$ cat src/rtl/spi_slave_if.sv
// SPI pin bundle plus the parallel tx/rx side of the SPI mode-3 target.
interface spi_slave_if;
    logic        spi_csn;
    logic        spi_sck;
    logic        spi_mosi;
    logic        spi_miso;
    logic        spi_miso_oe;
    logic [31:0] tx_data;
    logic [5:0]  tx_nbits;
    logic        tx_ack;
    logic [31:0] rx_data;
    logic [5:0]  rx_nbits;
    logic        rx_valid;
    logic        rx_overrun;
    logic        busy;

    modport slave (
        input  spi_csn, spi_sck, spi_mosi, tx_data, tx_nbits,
        output spi_miso, spi_miso_oe, tx_ack, rx_data, rx_nbits,
               rx_valid, rx_overrun, busy
    );

    modport master (
        output spi_csn, spi_sck, spi_mosi, tx_data, tx_nbits,
        input  spi_miso, spi_miso_oe, tx_ack, rx_data, rx_nbits,
               rx_valid, rx_overrun, busy
    );
endinterface

$ cat src/rtl/spi_slave.sv
// SPI mode-3 (CPOL=1, CPHA=1) target oversampled on the logic clock.
module spi_slave #(
    parameter int unsigned SYNC_STAGES = 2
) (
    input  logic        clk_in,
    input  logic        rst,
    spi_slave_if.slave  bus
);
    localparam int unsigned WORD_W  = 32;
    localparam int unsigned CNT_W   = 6;
    localparam int unsigned FLUSH_W = SYNC_STAGES + 1;

    typedef enum logic [1:0] {ARM, IDLE, ACTIVE, DONE} state_t;

    logic [SYNC_STAGES-1:0] csn_sync, sck_sync, mosi_sync;
    logic                   csn_d, sck_d;
    logic [FLUSH_W-1:0]     flush;
    logic                   csn_s, sck_s, mosi_s;
    logic                   csn_rise, sck_rise, sck_fall;

    state_t              state;
    logic [WORD_W-1:0]   tx_shift, rx_shift;
    logic [CNT_W-1:0]    tx_cnt, rx_cnt;
    logic                tx_done, ovf;
    logic                miso_r, oe_r, ack_r, valid_r, overrun_r, busy_r;
    logic [WORD_W-1:0]   rx_data_r;
    logic [CNT_W-1:0]    rx_nbits_r;

    // Pin synchronizers, edge history, and a flush marker so ARM only trusts csn once the pipeline holds real pin values.
    always_ff @(posedge clk_in or posedge rst) begin
        if (rst) begin
            csn_sync  <= '1;
            sck_sync  <= '1;
            mosi_sync <= '1;
            csn_d     <= 1'b1;
            sck_d     <= 1'b1;
            flush     <= '0;
        end else begin
            csn_sync  <= {csn_sync[SYNC_STAGES-2:0], bus.spi_csn};
            sck_sync  <= {sck_sync[SYNC_STAGES-2:0], bus.spi_sck};
            mosi_sync <= {mosi_sync[SYNC_STAGES-2:0], bus.spi_mosi};
            csn_d     <= csn_sync[SYNC_STAGES-1];
            sck_d     <= sck_sync[SYNC_STAGES-1];
            flush     <= {flush[FLUSH_W-2:0], 1'b1};
        end
    end

    assign csn_s    = csn_sync[SYNC_STAGES-1];
    assign sck_s    = sck_sync[SYNC_STAGES-1];
    assign mosi_s   = mosi_sync[SYNC_STAGES-1];
    assign csn_rise = ~csn_d & csn_s;
    assign sck_rise = ~sck_d & sck_s;
    assign sck_fall = sck_d & ~sck_s;

    // Frame FSM with registered outputs; csn_rise beats any sck event in the same cycle.
    always_ff @(posedge clk_in or posedge rst) begin
        if (rst) begin
            state      <= ARM;
            tx_shift   <= '0;
            rx_shift   <= '0;
            tx_cnt     <= '0;
            rx_cnt     <= '0;
            tx_done    <= 1'b0;
            ovf        <= 1'b0;
            miso_r     <= 1'b1;
            oe_r       <= 1'b0;
            ack_r      <= 1'b0;
            valid_r    <= 1'b0;
            overrun_r  <= 1'b0;
            busy_r     <= 1'b0;
            rx_data_r  <= '0;
            rx_nbits_r <= '0;
        end else begin
            ack_r   <= 1'b0;
            valid_r <= 1'b0;
            case (state)
                ARM: begin
                    if (flush[FLUSH_W-1] && csn_s) state <= IDLE;
                end
                IDLE: begin
                    // Low csn (not just a fresh fall) starts a frame, so a fall seen during DONE is not lost.
                    if (!csn_s) begin
                        tx_shift <= bus.tx_data << (5'(WORD_W - 1) - bus.tx_nbits[4:0]);
                        tx_cnt   <= bus.tx_nbits;
                        tx_done  <= 1'b0;
                        rx_shift <= '0;
                        rx_cnt   <= '0;
                        ovf      <= 1'b0;
                        ack_r    <= 1'b1;
                        busy_r   <= 1'b1;
                        oe_r     <= 1'b1;
                        miso_r   <= 1'b1;
                        state    <= ACTIVE;
                    end
                end
                ACTIVE: begin
                    if (csn_rise) begin
                        state <= DONE;
                    end else if (sck_fall) begin
                        if (tx_done) begin
                            miso_r <= 1'b1;
                        end else begin
                            miso_r   <= tx_shift[WORD_W-1];
                            tx_shift <= {tx_shift[WORD_W-2:0], 1'b0};
                            if (tx_cnt == '0) tx_done <= 1'b1;
                            else              tx_cnt  <= tx_cnt - CNT_W'(1);
                        end
                    end else if (sck_rise) begin
                        rx_shift <= {rx_shift[WORD_W-2:0], mosi_s};
                        if (rx_cnt == CNT_W'(WORD_W)) ovf    <= 1'b1;
                        else                          rx_cnt <= rx_cnt + CNT_W'(1);
                    end
                end
                DONE: begin
                    if (rx_cnt != '0) begin
                        rx_data_r  <= rx_shift;
                        rx_nbits_r <= rx_cnt - CNT_W'(1);
                        overrun_r  <= ovf;
                        valid_r    <= 1'b1;
                    end
                    busy_r <= 1'b0;
                    oe_r   <= 1'b0;
                    miso_r <= 1'b1;
                    state  <= IDLE;
                end
                default: state <= ARM;
            endcase
        end
    end

    assign bus.spi_miso    = miso_r;
    assign bus.spi_miso_oe = oe_r;
    assign bus.tx_ack      = ack_r;
    assign bus.rx_data     = rx_data_r;
    assign bus.rx_nbits    = rx_nbits_r;
    assign bus.rx_valid    = valid_r;
    assign bus.rx_overrun  = overrun_r;
    assign bus.busy        = busy_r;
endmodule

$ cat src/flat_wrapper.sv
// flat-port wrapper written by rule: the top's interface ports become plain ports
module spi_slave_flat 
#(
    parameter int unsigned SYNC_STAGES = 2
)
  (clk_in, rst, bus_spi_csn, bus_spi_sck, bus_spi_mosi, bus_tx_data, bus_tx_nbits, bus_spi_miso, bus_spi_miso_oe, bus_tx_ack, bus_rx_data, bus_rx_nbits, bus_rx_valid, bus_rx_overrun, bus_busy);
  spi_slave_if bus_i ();
  input  logic clk_in;
  input  logic rst;
  input wire logic [$bits(bus_i.spi_csn)-1:0] bus_spi_csn;
  input wire logic [$bits(bus_i.spi_sck)-1:0] bus_spi_sck;
  input wire logic [$bits(bus_i.spi_mosi)-1:0] bus_spi_mosi;
  input wire logic [$bits(bus_i.tx_data)-1:0] bus_tx_data;
  input wire logic [$bits(bus_i.tx_nbits)-1:0] bus_tx_nbits;
  output wire logic [$bits(bus_i.spi_miso)-1:0] bus_spi_miso;
  output wire logic [$bits(bus_i.spi_miso_oe)-1:0] bus_spi_miso_oe;
  output wire logic [$bits(bus_i.tx_ack)-1:0] bus_tx_ack;
  output wire logic [$bits(bus_i.rx_data)-1:0] bus_rx_data;
  output wire logic [$bits(bus_i.rx_nbits)-1:0] bus_rx_nbits;
  output wire logic [$bits(bus_i.rx_valid)-1:0] bus_rx_valid;
  output wire logic [$bits(bus_i.rx_overrun)-1:0] bus_rx_overrun;
  output wire logic [$bits(bus_i.busy)-1:0] bus_busy;
  assign bus_i.spi_csn = bus_spi_csn;
  assign bus_i.spi_sck = bus_spi_sck;
  assign bus_i.spi_mosi = bus_spi_mosi;
  assign bus_i.tx_data = bus_tx_data;
  assign bus_i.tx_nbits = bus_tx_nbits;
  assign bus_spi_miso = bus_i.spi_miso;
  assign bus_spi_miso_oe = bus_i.spi_miso_oe;
  assign bus_tx_ack = bus_i.tx_ack;
  assign bus_rx_data = bus_i.rx_data;
  assign bus_rx_nbits = bus_i.rx_nbits;
  assign bus_rx_valid = bus_i.rx_valid;
  assign bus_rx_overrun = bus_i.rx_overrun;
  assign bus_busy = bus_i.busy;
  spi_slave #(.SYNC_STAGES(SYNC_STAGES)) u_core (.clk_in(clk_in), .rst(rst), .bus(bus_i));
endmodule
$ cat config.mk
export PLATFORM = sky130hd
export DESIGN_NAME = spi_slave_flat
export DESIGN_NICKNAME = d
export VERILOG_FILES = /design/src/rtl/spi_slave_if.sv /design/src/rtl/spi_slave.sv /design/src/flat_wrapper.sv
export SDC_FILE = /design/constraint.sdc
export NUM_CORES = 1
export LEC_CHECK = 0
export ABC_AREA = 1
export ABC_CLOCK_PERIOD_IN_PS = 4700
export BUFFER_PORTS_ARGS = -buffer_cell sky130_fd_sc_hd__buf_2
export CAP_MARGIN = 0
export CORE_UTILIZATION = 37
export CTS_BUF_LIST = sky130_fd_sc_hd__clkbuf_8
export CTS_CLUSTER_DIAMETER = 150
export CTS_CLUSTER_SIZE = 24
export DETAILED_ROUTE_END_ITERATION = 8
export PLACE_DENSITY = 0.58
export REMOVE_ABC_BUFFERS = 1
export SYNTH_ARGS = -nofsm -noshare
export SYNTH_HDL_FRONTEND = slang
export SYNTH_SLANG_ARGS = --single-unit
$ cat constraint.sdc
create_clock -name clk_in -period 4.7 [get_ports clk_in]
set_input_delay 0.47 -clock clk_in [delete_from_list [all_inputs] [get_ports clk_in]]
set_output_delay 0.47 -clock clk_in [all_outputs]
set_load 0.02 [all_outputs]
# --- After elaboration in Yosys (flattened, before gate mapping) ---
# Index checks and enable logic that the tools add are counted.
word_totals:
  regBits: 134
op_classes:
  n_addsub: 4
  n_eq_ne: 15
  n_shift: 1
  n_mux: 47
  bitwise_logic: 6
  n_reduce_logical: 17
ops:
  columns: ["cell", "count"]
  rows:
  - ["$mux 32", 8]
  - ["$pmux 32 s2", 2]
  - ["$mux 6", 10]
  - ["$shl 32x5->32", 1]
  - ["$pmux 6 s2", 2]
  - ["$reduce_and 6->1", 3]
  - ["$mux 1", 17]
  - ["$ne 2x2->1 const B", 6]
  - ["$sub 6x1->6 const B", 2]
  - ["$ne 2x1->1 const B", 5]
  - ["$reduce_and 5->1", 2]
  - ["$pmux 2 s4", 1]
  - ["$reduce_and 4->1", 2]
  - ["$add 6x1->6 const B", 1]
  - ["$eq 6x6->1 const B", 1]
  - ["$logic_not 6->1", 1]
  - ["$mux 2", 3]
  - ["$pmux 1 s2", 3]
  - ["$reduce_bool 6->1", 1]
  - ["$sub 5x5->5 const A", 1]
  - ["$eq 2x2->1 const B", 2]
  - ["$reduce_and 2->1", 2]
  - ["$reduce_bool 2->1", 2]
  - ["$and 1x1->1", 3]
  - ["7 further kinds", 9]

# --- Longest topological paths before layout ---
depth:
  ltp_word: 6
  ltp_mapped: 13

# --- Least setup slack after synthesis ---
# OpenSTA, ideal clock, no wires.
synth_path:
  path_type: "reg-to-reg"
  startpoint: "reg u_core.state[0]"
  endpoint: "reg u_core.rx_shift[19]"
  setup_ns: 0.126
  arrival_time_ns: 1.518
  required_ns: 4.574
  path_slack_ns: 3.055
  path_stages_with_launch: 8
  n_path_buf: 1
  synth_period_minus_slack_ns: 1.645
  path_cell_list: "dfrtp_1 > inv_1 > ha_1 > o21ai_0 > nand2_1 > nor3_4 > clkbuf_2 > o21ai_0"
synth_via:
  elab_chain_cells: 3
synth_lines:
  columns: ["item", "line", "rtl"]
  rows:
  - ["start: declaration", "spi_slave.sv:21", "state_t state;"]
  - ["start signal: assignment", "spi_slave.sv:58", "state <= ARM;"]
  - ["start signal: assignment", "spi_slave.sv:78", "if (flush[FLUSH_W-1] && csn_s) state <= IDLE;"]
  - ["start signal: assignment", "spi_slave.sv:93", "state <= ACTIVE;"]
  - ["$eq 2x2->1 / $eq 2x1->1 (equally long branches)", "spi_slave.sv:76", "case (state)"]
  - ["$ne 2x1->1 (no line), or another cell as far along", null, null]
  - ["$reduce_and 5->1 (no line)", null, null]
  - ["end signal: assignment", "spi_slave.sv:109", "rx_shift <= {rx_shift[WORD_W-2:0], mosi_s};"]
  - ["end: declaration", "spi_slave.sv:22", "logic [WORD_W-1:0] tx_shift, rx_shift;"]
# Several ways; a longest one is shown, not always the timed one.
# A chain may end at the register's enable or synchronous reset.

# --- Worst setup path after layout ---
layout_path:
  startpoint: "reg u_core.state[0]"
  endpoint: "reg u_core.tx_shift[31]"
layout_via:
  elab_chain_cells: 3
layout_lines:
  columns: ["item", "line", "rtl"]
  rows:
  - ["$eq 2x2->1 / $eq 2x1->1 (equally long branches)", "spi_slave.sv:76", null]
  - ["$ne 2x2->1 (no line), or another cell as far along", null, null]
  - ["$reduce_and 5->1 (no line)", null, null]
  - ["end signal: assignment", "spi_slave.sv:83", "tx_shift <= bus.tx_data << (5'(WORD_W - 1) - bus.tx_nbits[4:0]);"]
  - ["end signal: assignment", "spi_slave.sv:104", "tx_shift <= {tx_shift[WORD_W-2:0], 1'b0};"]
  - ["end: declaration", "spi_slave.sv:22", null]
# Several ways; a longest one is shown, not always the timed one.

==> flow_summary.ini <==
[clock_network]
cts_inserted_buffers = 17
cts.clk_slew.worst_paths_ns = 0.07
max_clock_buf_depth = 2
worstSkewPairLatency_ns = 0.44
clock-sinks = 134
cts.hold.buffers_added = 0
post-cts-setup-buffers = 0
cts_tree = built
postCtsResizedCells = 0
htreeDepth = 4
cts.root.buffer_cell = clkbuf_8

[worst_setup_path]
crit_slowest_cell = inv_2
crit_path_start = u_core.state[0]$_DFFE_PP0P_
crit_path_end_kind = flop
worstPathMaxFanout = 42
r2r_start = u_core.state[0]$_DFFE_PP0P_
r2r_setup_slack_ns = 1.88
worst_ep_required_time_ns = 5.08
cp_data_arrival_time_ns = 3.20
cp_slowest_stage_delay_ns = 0.52
crit_path_cell_trace = inv_1 > ha_2 > inv_2 > nand2_2 > nand4_4 > inv_2 > or2_2 > nand2_1 > inv_1
timing.critical_path.from_type = flop
timing_worst_setup_path_type = flop to flop
worstPathBufferInverterCount = 4
crit_family = buffers and inverters

[yosys]
ys.flop_type = dfrtp_1
synthTopCellsByCount = nand2_1, nand3_1, dfrtp_1, o21ai_0, inv_1
warning_count_from_the_yosys_run = 0
synth_top_cells_by_area = dfrtp_1, nand3_1, nand2_1
yosys.area.top_type_share_pct = 42.1
synth-edff-count = 0
synth_area_leader_cell = dfrtp_1
mappedNetlistArea_um2 = 7420
synthesized_netlist_cell_count = 985
yosysUniqueCellTypes = 35
seq_area_frac_synth_pct = 45.3
ys_ff_latch = 134
ys_async_sr_fraction_pct = 100
syn_area_per_cell_um2 = 7.54
leading_cell_type_by_number_of_instances_after_synthesis = nand2_1

[finish]
multi_input_area_um2 = 3360
diodes = 0
filler_cell_count = 2082
seq_area_um2 = 3360
fin_cells = 1307
flow.area_growth_from_synthesis_pct = 10.8
post_route_cells_drive_above_1_share_pct = 14.2
final_net_count = 1083
final_cell_area_um2 = 8220

[place]
placed_cell_area_um2 = 7850
gp_congestion = 0.871
place.port_buffers = 86
post-dp-hpwl_um = 12200
dpl.cell_count = 1276

[timing]
setup_tns_ns = 0
final_hold_viol_count = 0
slew_viol_final = 0
period_needed_ns = 2.82
slew_headroom_pct = 31.3
hold_ws_ns = 0.128
finalSetupViolCount = 0
final_min_period_over_clock_period_pct = 59.9
unrepaired_setup_endpoints_after_global_routing = false
timing.clock.skew_ns = 0.0124
worst-slew-pin-transition_ns = 1.03
timing.fmax_mhz = 355

[global_routing]
via_count_of_the_first_global_routing_pass = 5969
global_route.usage.total_pct = 18.3
grt_first_pass_wirelength_um = 29700
grt_max_degree = 103
grt_antenna_before_repair = 0
grt_remaining_overflow = 0

[detailed_routing]
detail_route.wl_per_cell_um = 13.7
ant_nets = 0
avgViaCountPerCell = 5.01
num_vias = 6550
detailedRoute.firstPassIterationCount = 5
detailed_route_drc_error_count = 0
drt-initial-drc-count = 467
finalWirelength_um = 17900

[floorplan]
coreArea_um2 = 19600
row_count = 51
die-area_um2 = 20600
initial_utilization_pct = 37.9
die_y_um = 144
design.portCount = 87
dieWidth_um = 144

[power_and_ir_drop]
power_per_cell_area_nw_per_um2 = 506
leakage_nw = 4.05
vdd_ir_drop_max_mv = 0.280

[min_path]
holdCritStartpoint = bus_spi_mosi
hold_path_class = input pin to flop

[run_status]
run_status = completed

[run]
max_cap_viol_count = 0
placed cells by master, fill, tap and decap left out, drive strengths merged:
cell type,Yosys,layout
a21oi,40,40
a22oi,1,1
a2bb2oi,1,1
a31oi,2,2
buf,49,90
bufinv,0,2
clkbuf,15,19
clkinv,0,4
clkinvlp,0,3
conb,1,1
dfrtp,125,125
dfstp,9,9
ha,10,10
inv,86,89
nand2,243,243
nand3,219,219
nand4,11,11
nor2,46,46
nor3,4,4
nor3b,1,1
o211ai,3,3
o21ai,97,97
o31ai,5,5
or2,9,9
xnor2,2,2
xor2,6,6
through the flow:
| step | power (mW) | util, % | worst slack [ns] |
|---|---|---|---|
| after floorplan | 2.79 | - | 0.662 |
| after global placement | 3.26 | 40.1 | 1.93 |
| after detailed placement | 3.28 | 40.1 | 1.88 |
| after CTS | 4.21 | 42.0 | 1.84 |
| after global routing | 4.54 | 42.0 | 1.56 |
| final | 4.16 | 42.0 | 1.88 |
metal layers:
layer	up-vias	wire (um)	part of all wire, %	track usage, %
li1	3334	-	-	-
met3	20	706	3.9	3.60
met5	-	0	0	0
met4	0	227	1.3	5.26
met2	141	8150	46	28.4
met1	3055	8820	49	25.8
area by class of cell:
type                    count  area share, %
repair buffers             90           5.60
clock buffers              19           3.18
clock inverters            12           1.38
inverters                  86           3.99
multi-input cells         701           40.9
well taps                 265           4.03
flip-flops and latches    134           40.9
path summary, 6_finish.rpt:
kind | to | cells after the start
worst max-delay path | u_core.tx_shift[31]$_DFFE_PP0P_ | 9
worst min-delay path | u_core.mosi_sync[0]$_DFF_PP1_ | 1
worst max register to register | u_core.tx_shift[31]$_DFFE_PP0P_ | 9
worst min register to register | u_core.flush[1]$_DFF_PP0_ | 0
max in group asynchronous | u_core.bus.spi_miso$_DFFE_PP1P_ | 3
min in group asynchronous | u_core.bus.rx_data[15]$_DFFE_PP0P_ | 2
flip-flops by register name, indices dropped and copies added, names as in the netlist, 2 cells and up:
signal / count
u_core.tx_cnt: 6
u_core.bus.rx_nbits: 6
u_core.flush: 3
u_core.mosi_sync: 2
u_core.rx_shift: 32
u_core.csn_sync: 2
u_core.rx_cnt: 6
u_core.tx_shift: 32
u_core.sck_sync: 2
u_core.state: 2
u_core.bus.rx_data: 32
report_power, final:
group / internal (mW) / switching (mW) / total [mW]
clock network: 0.486 / 0.430 / 0.915
registers: 1.41 / 0.128 / 1.54
logic: 0.531 / 1.18 / 1.71
cell families (layout without fill, tap and decap cells):
kind of cell    after synthesis  after routing  share of synthesized area [%]
compound gates              149            149                           10.5
other cells                   1              1                         0.0505
flops                       134            134                           45.3
buf+inv                     150            207                           9.41
xor+xnor                      8              8                          0.944
simple gates                533            533                           32.1
fa+ha+maj                    10             10                           1.69
Note: power is estimated with default switching activity, not from simulation.
